===== src/rtl/sc_scbc_upseq.sv =====
// Upstream port sequencer: connect debounce, port reset, suspend/resume and PHY line-state handshake.
// Define SC_SCBC_UPSEQ_EVQ_EN to build the port event queue; otherwise its outputs are tied to zero.
module sc_scbc_upseq #(
    parameter int TMR_WIDTH   = 8,
    parameter int DEBOUNCE_MS = 100,
    parameter int RESET_MS    = 50,
    parameter int RESUME_MS   = 20,
    parameter int EVQ_DEPTH   = 4
) (
    input  logic       ULPICLK,
    input  logic       ULPIRST,
    input  logic       CFG_HOST,
    input  logic       CFG_DEVICE,
    input  logic       PRESET_REQ,
    input  logic       PSUSP_REQ,
    input  logic       PRESUME_REQ,
    input  logic [1:0] ULPI_CCS,
    input  logic       FT_1MS,
    output logic       UPSI_REQ,
    input  logic       UPSI_ACK,
    output logic [4:0] UPSI_STATE,
    output logic       UPS_CONNECT,
    output logic       UPS_RESET,
    output logic       UPS_OPERATIONAL,
    output logic       UPS_SUSPEND,
    output logic       UPS_RESUME,
    output logic       EVQ_VALID,
    output logic [2:0] EVQ_DATA,
    input  logic       EVQ_POP,
    input  logic       EVQ_CLR,
    output logic       EVQ_OVF
);

    typedef enum logic [2:0] {
        ST_DISABLED, ST_DISCONNECTED, ST_DEBOUNCE, ST_RESET,
        ST_OPERATIONAL, ST_SUSPEND, ST_RESUME
    } state_t;

    localparam logic [4:0] LS_RESET   = 5'h01;
    localparam logic [4:0] LS_RESUME  = 5'h02;
    localparam logic [4:0] LS_NORMAL  = 5'h03;
    localparam logic [4:0] LS_SUSPEND = 5'h04;

    localparam logic [2:0] EV_CONNECT = 3'd1;
    localparam logic [2:0] EV_DISC    = 3'd2;
    localparam logic [2:0] EV_RSTDONE = 3'd3;
    localparam logic [2:0] EV_SUSP    = 3'd4;
    localparam logic [2:0] EV_RESUMED = 3'd5;

    localparam logic [TMR_WIDTH-1:0] T_ONE = TMR_WIDTH'(1);
    localparam logic [TMR_WIDTH-1:0] T_DEB = TMR_WIDTH'(DEBOUNCE_MS);
    localparam logic [TMR_WIDTH-1:0] T_RST = TMR_WIDTH'(RESET_MS);
    localparam logic [TMR_WIDTH-1:0] T_RES = TMR_WIDTH'(RESUME_MS);

    state_t               state, state_nxt;
    logic [TMR_WIDTH-1:0] tmr, tmr_nxt;
    logic                 req_nxt;
    logic [4:0]           ls_nxt;
    logic                 push;
    logic [2:0]           push_code;
    logic                 mode_ok, host, linked, expire;

    assign mode_ok = CFG_HOST ^ CFG_DEVICE;
    assign host    = mode_ok & CFG_HOST;
    assign linked  = ULPI_CCS != 2'd0;
    assign expire  = FT_1MS && (tmr == T_ONE);

    always_comb begin
        state_nxt = state;
        tmr_nxt   = (FT_1MS && tmr != '0) ? tmr - T_ONE : tmr;
        req_nxt   = UPSI_REQ;
        ls_nxt    = UPSI_STATE;
        push      = 1'b0;
        push_code = 3'd0;
        if (UPSI_REQ) begin
            // Every state change that needs the PHY waits here for its ACK
            if (UPSI_ACK) begin
                req_nxt = 1'b0;
                case (state)
                    ST_RESET, ST_RESUME: begin
                        if (UPSI_STATE == LS_NORMAL) begin
                            state_nxt = ST_OPERATIONAL;
                            push      = 1'b1;
                            push_code = (state == ST_RESET) ? EV_RSTDONE : EV_RESUMED;
                        end else begin
                            tmr_nxt = (state == ST_RESET) ? T_RST : T_RES;
                        end
                    end
                    ST_OPERATIONAL: begin
                        state_nxt = ST_SUSPEND;
                        push      = 1'b1;
                        push_code = EV_SUSP;
                    end
                    default: ;
                endcase
            end
        end else if (!mode_ok) begin
            state_nxt = ST_DISABLED;
            tmr_nxt   = '0;
        end else if (!linked && state inside {ST_RESET, ST_OPERATIONAL,
                                              ST_SUSPEND, ST_RESUME}) begin
            state_nxt = ST_DISCONNECTED;
            tmr_nxt   = '0;
            push      = 1'b1;
            push_code = EV_DISC;
        end else begin
            case (state)
                ST_DISABLED: state_nxt = ST_DISCONNECTED;
                ST_DISCONNECTED: begin
                    if (linked) begin
                        state_nxt = ST_DEBOUNCE;
                        tmr_nxt   = T_DEB;
                    end
                end
                ST_DEBOUNCE: begin
                    if (!linked) begin
                        state_nxt = ST_DISCONNECTED;
                        tmr_nxt   = '0;
                    end else if (expire) begin
                        push      = 1'b1;
                        push_code = EV_CONNECT;
                        if (host) begin
                            state_nxt = ST_RESET;
                            req_nxt   = 1'b1;
                            ls_nxt    = LS_RESET;
                        end else begin
                            state_nxt = ST_OPERATIONAL;
                        end
                    end
                end
                ST_OPERATIONAL: begin
                    if (host && PRESET_REQ) begin
                        state_nxt = ST_RESET;
                        req_nxt   = 1'b1;
                        ls_nxt    = LS_RESET;
                    end else if (host && PSUSP_REQ) begin
                        req_nxt = 1'b1;
                        ls_nxt  = LS_SUSPEND;
                    end
                end
                ST_SUSPEND: begin
                    if (PRESUME_REQ) begin
                        state_nxt = ST_RESUME;
                        req_nxt   = 1'b1;
                        ls_nxt    = LS_RESUME;
                    end
                end
                ST_RESET, ST_RESUME: begin
                    if (expire) begin
                        req_nxt = 1'b1;
                        ls_nxt  = LS_NORMAL;
                    end
                end
                default: state_nxt = ST_DISABLED;
            endcase
        end
    end

    always_ff @(posedge ULPICLK or posedge ULPIRST) begin
        if (ULPIRST) begin
            state           <= ST_DISABLED;
            tmr             <= '0;
            UPSI_REQ        <= 1'b0;
            UPSI_STATE      <= 5'd0;
            UPS_CONNECT     <= 1'b0;
            UPS_RESET       <= 1'b0;
            UPS_OPERATIONAL <= 1'b0;
            UPS_SUSPEND     <= 1'b0;
            UPS_RESUME      <= 1'b0;
        end else begin
            state           <= state_nxt;
            tmr             <= tmr_nxt;
            UPSI_REQ        <= req_nxt;
            UPSI_STATE      <= ls_nxt;
            UPS_CONNECT     <= state_nxt == ST_DEBOUNCE;
            UPS_RESET       <= state_nxt == ST_RESET;
            UPS_OPERATIONAL <= state_nxt == ST_OPERATIONAL;
            UPS_SUSPEND     <= state_nxt == ST_SUSPEND;
            UPS_RESUME      <= state_nxt == ST_RESUME;
        end
    end

`ifdef SC_SCBC_UPSEQ_EVQ_EN
    localparam int PW = $clog2(EVQ_DEPTH);
    localparam int CW = PW + 1;

    logic [2:0]    mem [EVQ_DEPTH];
    logic [PW-1:0] wp, rp;
    logic [CW-1:0] cnt;
    logic          full, do_pop, do_wr, ovf_set;

    assign full    = cnt == CW'(EVQ_DEPTH);
    assign do_pop  = EVQ_POP && cnt != '0;
    assign do_wr   = push && (!full || do_pop);
    assign ovf_set = push && full && !do_pop;

    always_ff @(posedge ULPICLK) begin
        if (do_wr) mem[wp] <= push_code;
    end

    always_ff @(posedge ULPICLK or posedge ULPIRST) begin
        if (ULPIRST) begin
            wp      <= '0;
            rp      <= '0;
            cnt     <= '0;
            EVQ_OVF <= 1'b0;
        end else begin
            if (do_wr)  wp <= wp + PW'(1);
            if (do_pop) rp <= rp + PW'(1);
            cnt <= cnt + CW'(do_wr) - CW'(do_pop);
            // A fresh overflow outranks a clear in the same cycle
            if (ovf_set)      EVQ_OVF <= 1'b1;
            else if (EVQ_CLR) EVQ_OVF <= 1'b0;
        end
    end

    assign EVQ_VALID = cnt != '0;
    assign EVQ_DATA  = EVQ_VALID ? mem[rp] : 3'd0;
`else
    logic unused_evq;
    assign unused_evq = ^{push, push_code, EVQ_POP, EVQ_CLR, 5'(EVQ_DEPTH)};
    assign EVQ_VALID  = 1'b0;
    assign EVQ_DATA   = 3'd0;
    assign EVQ_OVF    = 1'b0;
`endif

endmodule


===== config.mk =====
export PLATFORM = sky130hd
export DESIGN_NAME = sc_scbc_upseq
export DESIGN_NICKNAME = d
export VERILOG_FILES = /design/src/rtl/sc_scbc_upseq.sv
export SDC_FILE = /design/constraint.sdc
export NUM_CORES = 1
export LEC_CHECK = 0
export CELL_PAD_IN_SITES_DETAIL_PLACEMENT = 0
export CELL_PAD_IN_SITES_GLOBAL_PLACEMENT = 1
export CORE_MARGIN = 10
export CORE_UTILIZATION = 34
export CTS_CLUSTER_SIZE = 25
export DETAILED_ROUTE_END_ITERATION = 8
export GPL_ROUTABILITY_DRIVEN = 0
export PLACE_DENSITY_LB_ADDON = 0.1
export SLEW_MARGIN = 20
export SYNTH_ARGS = -nofsm -noshare
export SYNTH_HDL_FRONTEND = slang
export SYNTH_SLANG_ARGS = --single-unit
export TNS_END_PERCENT = 30

===== constraint.sdc =====
create_clock -name ULPICLK -period 1.9 [get_ports ULPICLK]
set_input_delay 0.475 -clock ULPICLK [delete_from_list [all_inputs] [get_ports ULPICLK]]
set_output_delay 0.475 -clock ULPICLK [all_outputs]
set_load 0.01 [all_outputs]

# Yosys cells after proc, flatten, opt, wreduce, memory -nomap -nowiden
# Cells that the tools add are included.
[totals] register_bits=22 output_inout_bits=16 in_bits=13
[classes] muxes=44 eq_ne=19 n_reduce_logical=13 n_bitwise=4 addsub=1
[op_table] operator="two-way mux 8 bit" count=9
[op_table] operator="two-way mux 5 bit" count=7
[op_table] operator="two-way mux 3 bit" count=11
[op_table] operator="case mux 5 bit (4 select lines)" count=1
[op_table] operator="equality test 3 bit, second input constant" count=6
[op_table] operator="case mux 3 bit (6 select lines)" count=1
[op_table] operator="case mux 8 bit (2 select lines)" count=1
[op_table] operator="equality test 3 x 2 -> 1 bit, second input constant" count=4
[op_table] operator="two-way mux 1 bit" count=11
[op_table] operator="!= test 2 bit, second input constant" count=5
[op_table] operator="AND reduction 10 bit" count=1
[op_table] operator="equality test 8 x 1 -> 1 bit, second input constant" count=1
[op_table] operator="nonzero test 4 bit" count=2
[op_table] operator="nonzero test 8 bit" count=1
[op_table] operator="subtractor 8 x 1 -> 8 bit, second input constant" count=1
[op_table] operator="two-way mux 6 bit" count=1
[op_table] operator="case mux 3 bit (2 select lines)" count=1
[op_table] operator="equality test 5 x 2 -> 1 bit, second input constant" count=1
[op_table] operator="logical AND 1 bit" count=5
[op_table] operator="case mux 1 bit (4 select lines)" count=1
[op_table] operator="equality test 3 x 1 -> 1 bit, second input constant" count=1
[op_table] operator="logical NOT 3 bit" count=1
[op_table] operator="!= test 3 x 1 -> 1 bit, second input constant" count=1
[op_table] operator="inverter 1 bit" count=2
[op_table] operator="other kinds (5)" count=5

# Logic depth before layout (Yosys ltp)
[logic_depth] depth_word=10 mapped_depth=8 mapped_depth_nobuf=8

# Least setup slack after synthesis
# OpenSTA, ideal clock, no wires.
[synth_timing] path_type="input-to-reg" from="in CFG_DEVICE" to="reg UPS_SUSPEND" path_buffers=0 slack_ns=0.102 t_required_ns=1.833 arrival_time_ns=1.731 cell_stages=7 setup_ns=0.067 path_cell_list="inv_1 > ha_1 > nor2_1 > o211a_1 > a21boi_1 > or2_4 > and3_1"
[synth_via] elab_chain_len=10
[synth_lines] element="start, declared" line_no="13" rtl="input logic CFG_DEVICE,"
[synth_lines] element="bitwise XOR 1 bit (*)" line_no="63" rtl="assign mode_ok = CFG_HOST ^ CFG_DEVICE;"
[synth_lines] element="bitwise AND 1 bit" line_no="64" rtl="assign host = mode_ok & CFG_HOST;"
[synth_lines] element="two-way mux 3 bit" line_no="122" rtl="if (host) begin"
[synth_lines] element="two-way mux 3 bit" line_no="119" rtl="end else if (expire) begin"
[synth_lines] element="two-way mux 3 bit" line_no="116" rtl="if (!linked) begin"
[synth_lines] element="case mux 3 bit (6 select lines)" line_no="107" rtl="case (state)"
[synth_lines] element="two-way mux 3 bit" line_no="100" rtl="end else if (!linked && state inside {ST_RESET, ST_OPERATIONAL,"
[synth_lines] element="two-way mux 3 bit (*)" line_no="97" rtl="end else if (!mode_ok) begin"
[synth_lines] element="two-way mux 3 bit (*)" line_no="75" rtl="if (UPSI_REQ) begin"
[synth_lines] element="net state_nxt[2]" line_no="55" rtl="state_t state, state_nxt;"
[synth_lines] element="equality test 3 bit (*)" line_no="178" rtl="UPS_SUSPEND <= state_nxt == ST_SUSPEND;"
[synth_lines] element="end signal, assigned" line_no="168" rtl="UPS_SUSPEND <= 1'b0;"
[synth_lines] element="end signal, assigned" line_no="178"
[synth_lines] element="end, declared" line_no="25" rtl="output logic UPS_SUSPEND,"
# Mark *: on every way through the listed nets, which the timed path passes. The rest lies on a longest branch.
# A chain may end at the register's enable or synchronous reset.

# Worst setup path in the final report
[layout_timing] from="reg tmr[1]" to="reg UPS_SUSPEND"
[layout_via] elab_chain_len=9
[layout_lines] element="start, declared" line_no="56" rtl="logic [TMR_WIDTH-1:0] tmr, tmr_nxt;"
[layout_lines] element="start signal, assigned" line_no="172" rtl="tmr <= tmr_nxt;"
[layout_lines] element="equality test 8 x 1 -> 1 bit" line_no="66" rtl="assign expire = FT_1MS && (tmr == T_ONE);"
[layout_lines] element="logical AND 1 bit" line_no="66"
[layout_lines] element="two-way mux 3 bit" line_no="119"
[layout_lines] element="two-way mux 3 bit" line_no="116"
[layout_lines] element="case mux 3 bit (6 select lines)" line_no="107"
[layout_lines] element="two-way mux 3 bit" line_no="100"
[layout_lines] element="two-way mux 3 bit" line_no="97"
[layout_lines] element="two-way mux 3 bit" line_no="75"
[layout_lines] element="equality test 3 bit" line_no="178"
# No other way between the ends.

==> impl_metrics.py <==
metrics = {
    "power": {
        "peakVddDrop_mv": 0.684,
        "p_leak_nw": 0.894,
        "power_mw": 1.95,
        "power_density_nw_per_um2": 999,
    },
    "detailed_routing": {
        "dr.pass1.iters": 4,
        "wl_um": 3850,
        "vias": 1274,
        "wl_per_cell_um": 15.4,
        "avgViaCountPerCell": 5.10,
        "drcViolationCount": 0,
        "drtAntennaViolNets": 0,
        "drt_iter0_markers": 82,
    },
    "die": {
        "start_util_pct": 35.3,
        "num_rows": 23,
        "ios": 29,
        "die_h_um": 84.7,
        "die_x_um": 84.7,
        "core_area_um2": 4030,
        "dieArea_um2": 7170,
    },
    "layout": {
        "n_antenna_cell": 0,
        "seqCellArea_um2": 505,
        "most-common-layout-cells": "26 x buf_4, 16 x dfrtp_1, 14 x clkdlybuf4s50_1",
        "fillers": 427,
        "stdcell_area_um2": 1950,
        "final_common_cell": "buf_4",
        "flow.area_growth_from_synthesis_pct": 37.0,
        "drive_gt1_share_pct": 32.5,
        "multi_input_area_um2": 878,
        "layout.nets": 217,
    },
    "synth": {
        "postSynthCellCount": 159,
        "netlist.area_leader.share_pct": 35.2,
        "ys.flop_type": "dfrtp_1",
        "seq_area_frac_synth_pct": 35.2,
        "netlist_area_um2": 1420,
        "ys_warn_count": 0,
        "syn_area_per_cell_um2": 8.95,
        "synth-edff-count": 0,
        "ys_async_sr_fraction_pct": 100,
        "synth_area_leaders": "dfrtp_1 35%, buf_4 4.2%, nand2_1 3.4%, a21oi_1 3.2%, inv_1 2.9%",
        "ys_types": 56,
        "yosysTopAreaCell": "dfrtp_1",
        "ys_seq_elements": 20,
    },
    "place": {
        "dpl.hpwl_um": 2990,
        "place.port_buffers": 19,
        "dpl-instance-area_um2": 1790,
    },
    "grt": {
        "grt_max_degree": 21,
        "grt_usage_pct": 10.4,
        "antenna_found_initial": 0,
        "grt_pass1_vias": 1334,
        "gr-total-overflow": 0,
        "grt_pass1_wl_um": 6330,
    },
    "clocking": {
        "cts_tree": "built",
        "cts_num_sinks": 20,
        "path_clk_slew_ns": 0.08,
        "cts_htree_levels": 1,
        "clock_path_buffers": 2,
        "clk_latency_ns": 0.26,
        "cts-hold-fix-buffers": 0,
        "root_buffer": "clkbuf_8",
        "cts_buffers": 3,
    },
    "worst_setup_path": {
        "arrival_ns": 2.04,
        "worst_setup_path_start_kind": "flip-flop",
        "worstPathRequired_ns": 2.10,
        "end_kind": "flip-flop",
        "critPathMaxFanout": 5,
        "worstSetupPathType": "flip-flop to flip-flop",
    },
    "sta": {
        "fin_worst_skew_ns": 0.00429,
        "post-route-period-util_pct": 97.2,
        "fmax_ghz": 0.541,
        "finalSetupViolCount": 0,
        "rsz0062_at_grt": "yes",
        "final.min_clock_period_ns": 1.85,
        "hold_violations": 0,
        "final_max_slew_viol_count": 0,
    },
    "outcome": {
        "status": "completed",
    },
    "flow_run": {
        "drv_cap": 0,
    },
    "hold_path": {
        "hold_path_class": "primary input to asynchronous set/reset pin",
    },
}
-- cells in the mapped netlist (2+ instances only) --
cell type and count:
a21o_1 2, and2_1 2, nor2b_1 4, xor2_1 2, or2_2 3, nand3_1 4
ha_1 3, o22ai_1 2, nor3_1 3, buf_2 4, a211oi_1 2, a21oi_1 9
mux2_2 3, buf_4 8, nand4_1 3, nand2_1 13, dfrtp_1 20, xnor2_1 3
nor3b_1 3, inv_1 11, o21ai_0 6, and3_1 3, o211ai_1 3, o221ai_1 2
nor2_1 9, a31oi_1 2
-- flip-flops by register name (all words and copies together), names as in the netlist --
name	flops
UPSI_REQ	1
UPS_OPERATIONAL	1
state	3
UPS_RESUME	1
UPS_SUSPEND	1
UPSI_STATE	3
UPS_CONNECT	1
tmr	8
UPS_RESET	1
-- layout make-up --
class	count	share of cell area (%)
well taps	50	3.21
clock buffers	3	2.12
flip-flops and latches	20	25.9
multi-input cells	119	45.1
inverters	12	2.31
repair buffers	45	19.8
clock inverters	1	1.54
-- worst paths after layout --
check | start | endpoint | slack (ns) | cells past startpoint
max | tmr[1] | UPS_SUSPEND | 0.05 | 7
min | ULPIRST | tmr[7] | 0.53 | 3
max reg2reg | tmr[1] | UPS_SUSPEND | 0.05 | 7
min reg2reg | UPSI_STATE[2] | UPSI_STATE[2] | 0.57 | 1
max in group asynchronous | ULPIRST | UPSI_REQ | 1.14 | 3
min in group ULPICLK | UPSI_STATE[2] | UPSI_STATE[2] | 0.57 | 1
-- worst max-delay path, stage by stage (launching register included) --
cell      delay, ns
dfrtp_1        0.39
inv_2          0.06
ha_1           0.14
and4bb_2       0.26
nand2_2        0.07
o2111a_2       0.31
a211oi_4       0.35
and3_1         0.21
-- layer usage --
| metal | share of wire, % | track usage (%) | up-vias |
|---|---|---|---|
| met5 | 0 | 0 | - |
| met4 | 0.44 | 2.84 | 0 |
| met3 | 4.8 | 2.51 | 2 |
| met2 | 46 | 16.4 | 22 |
| met1 | 49 | 13.6 | 612 |
| li1 | - | - | 638 |
-- stage by stage --
stage | hold WS, ns | setup WS (ns) | instances | util, % | TNS, ns
global route | 0.548 | -0.0534 | 250 | 48.4 | -0.125
CTS | 0.537 | 0.00144 | 249 | 47.6 | 0
finish | 0.533 | 0.0529 | 250 | 48.4 | 0
floorplan | 0.439 | 0.102 | 165 | - | 0
global placement | 0.520 | -0.431 | 244 | 44.4 | -6.14
detailed placement | 0.550 | -0.430 | 244 | 44.4 | -6.17
-- repair_timing --
item	4_1_cts	5_1_grt
setup endpoints to repair	13	18
pin swaps	9	7
gates resized for setup	14	11
setup buffers	1	1
cloned	0	0
-- power by group --
group | leakage [nW] | switching, mW | internal [mW] | total [mW]
registers | 0.266 | 0.129 | 0.512 | 0.642
clock network | 0.0357 | 0.142 | 0.281 | 0.423
logic | 0.592 | 0.430 | 0.453 | 0.883
total | 0.894 | 0.701 | 1.25 | 1.95
-- cell families (layout without fill, tap and decap cells) --
family	Yosys count	after routing	share of synthesized area [%]
compound gates	40	40	20.9
xor+xnor	5	5	3.08
fa+ha+maj	3	3	2.64
buf+inv	26	61	9.41
flops	20	20	35.2
mux	3	3	2.37
other cells	1	7	0.264
simple gates	61	61	26.1
Note: power is estimated with default switching activity, not from simulation.
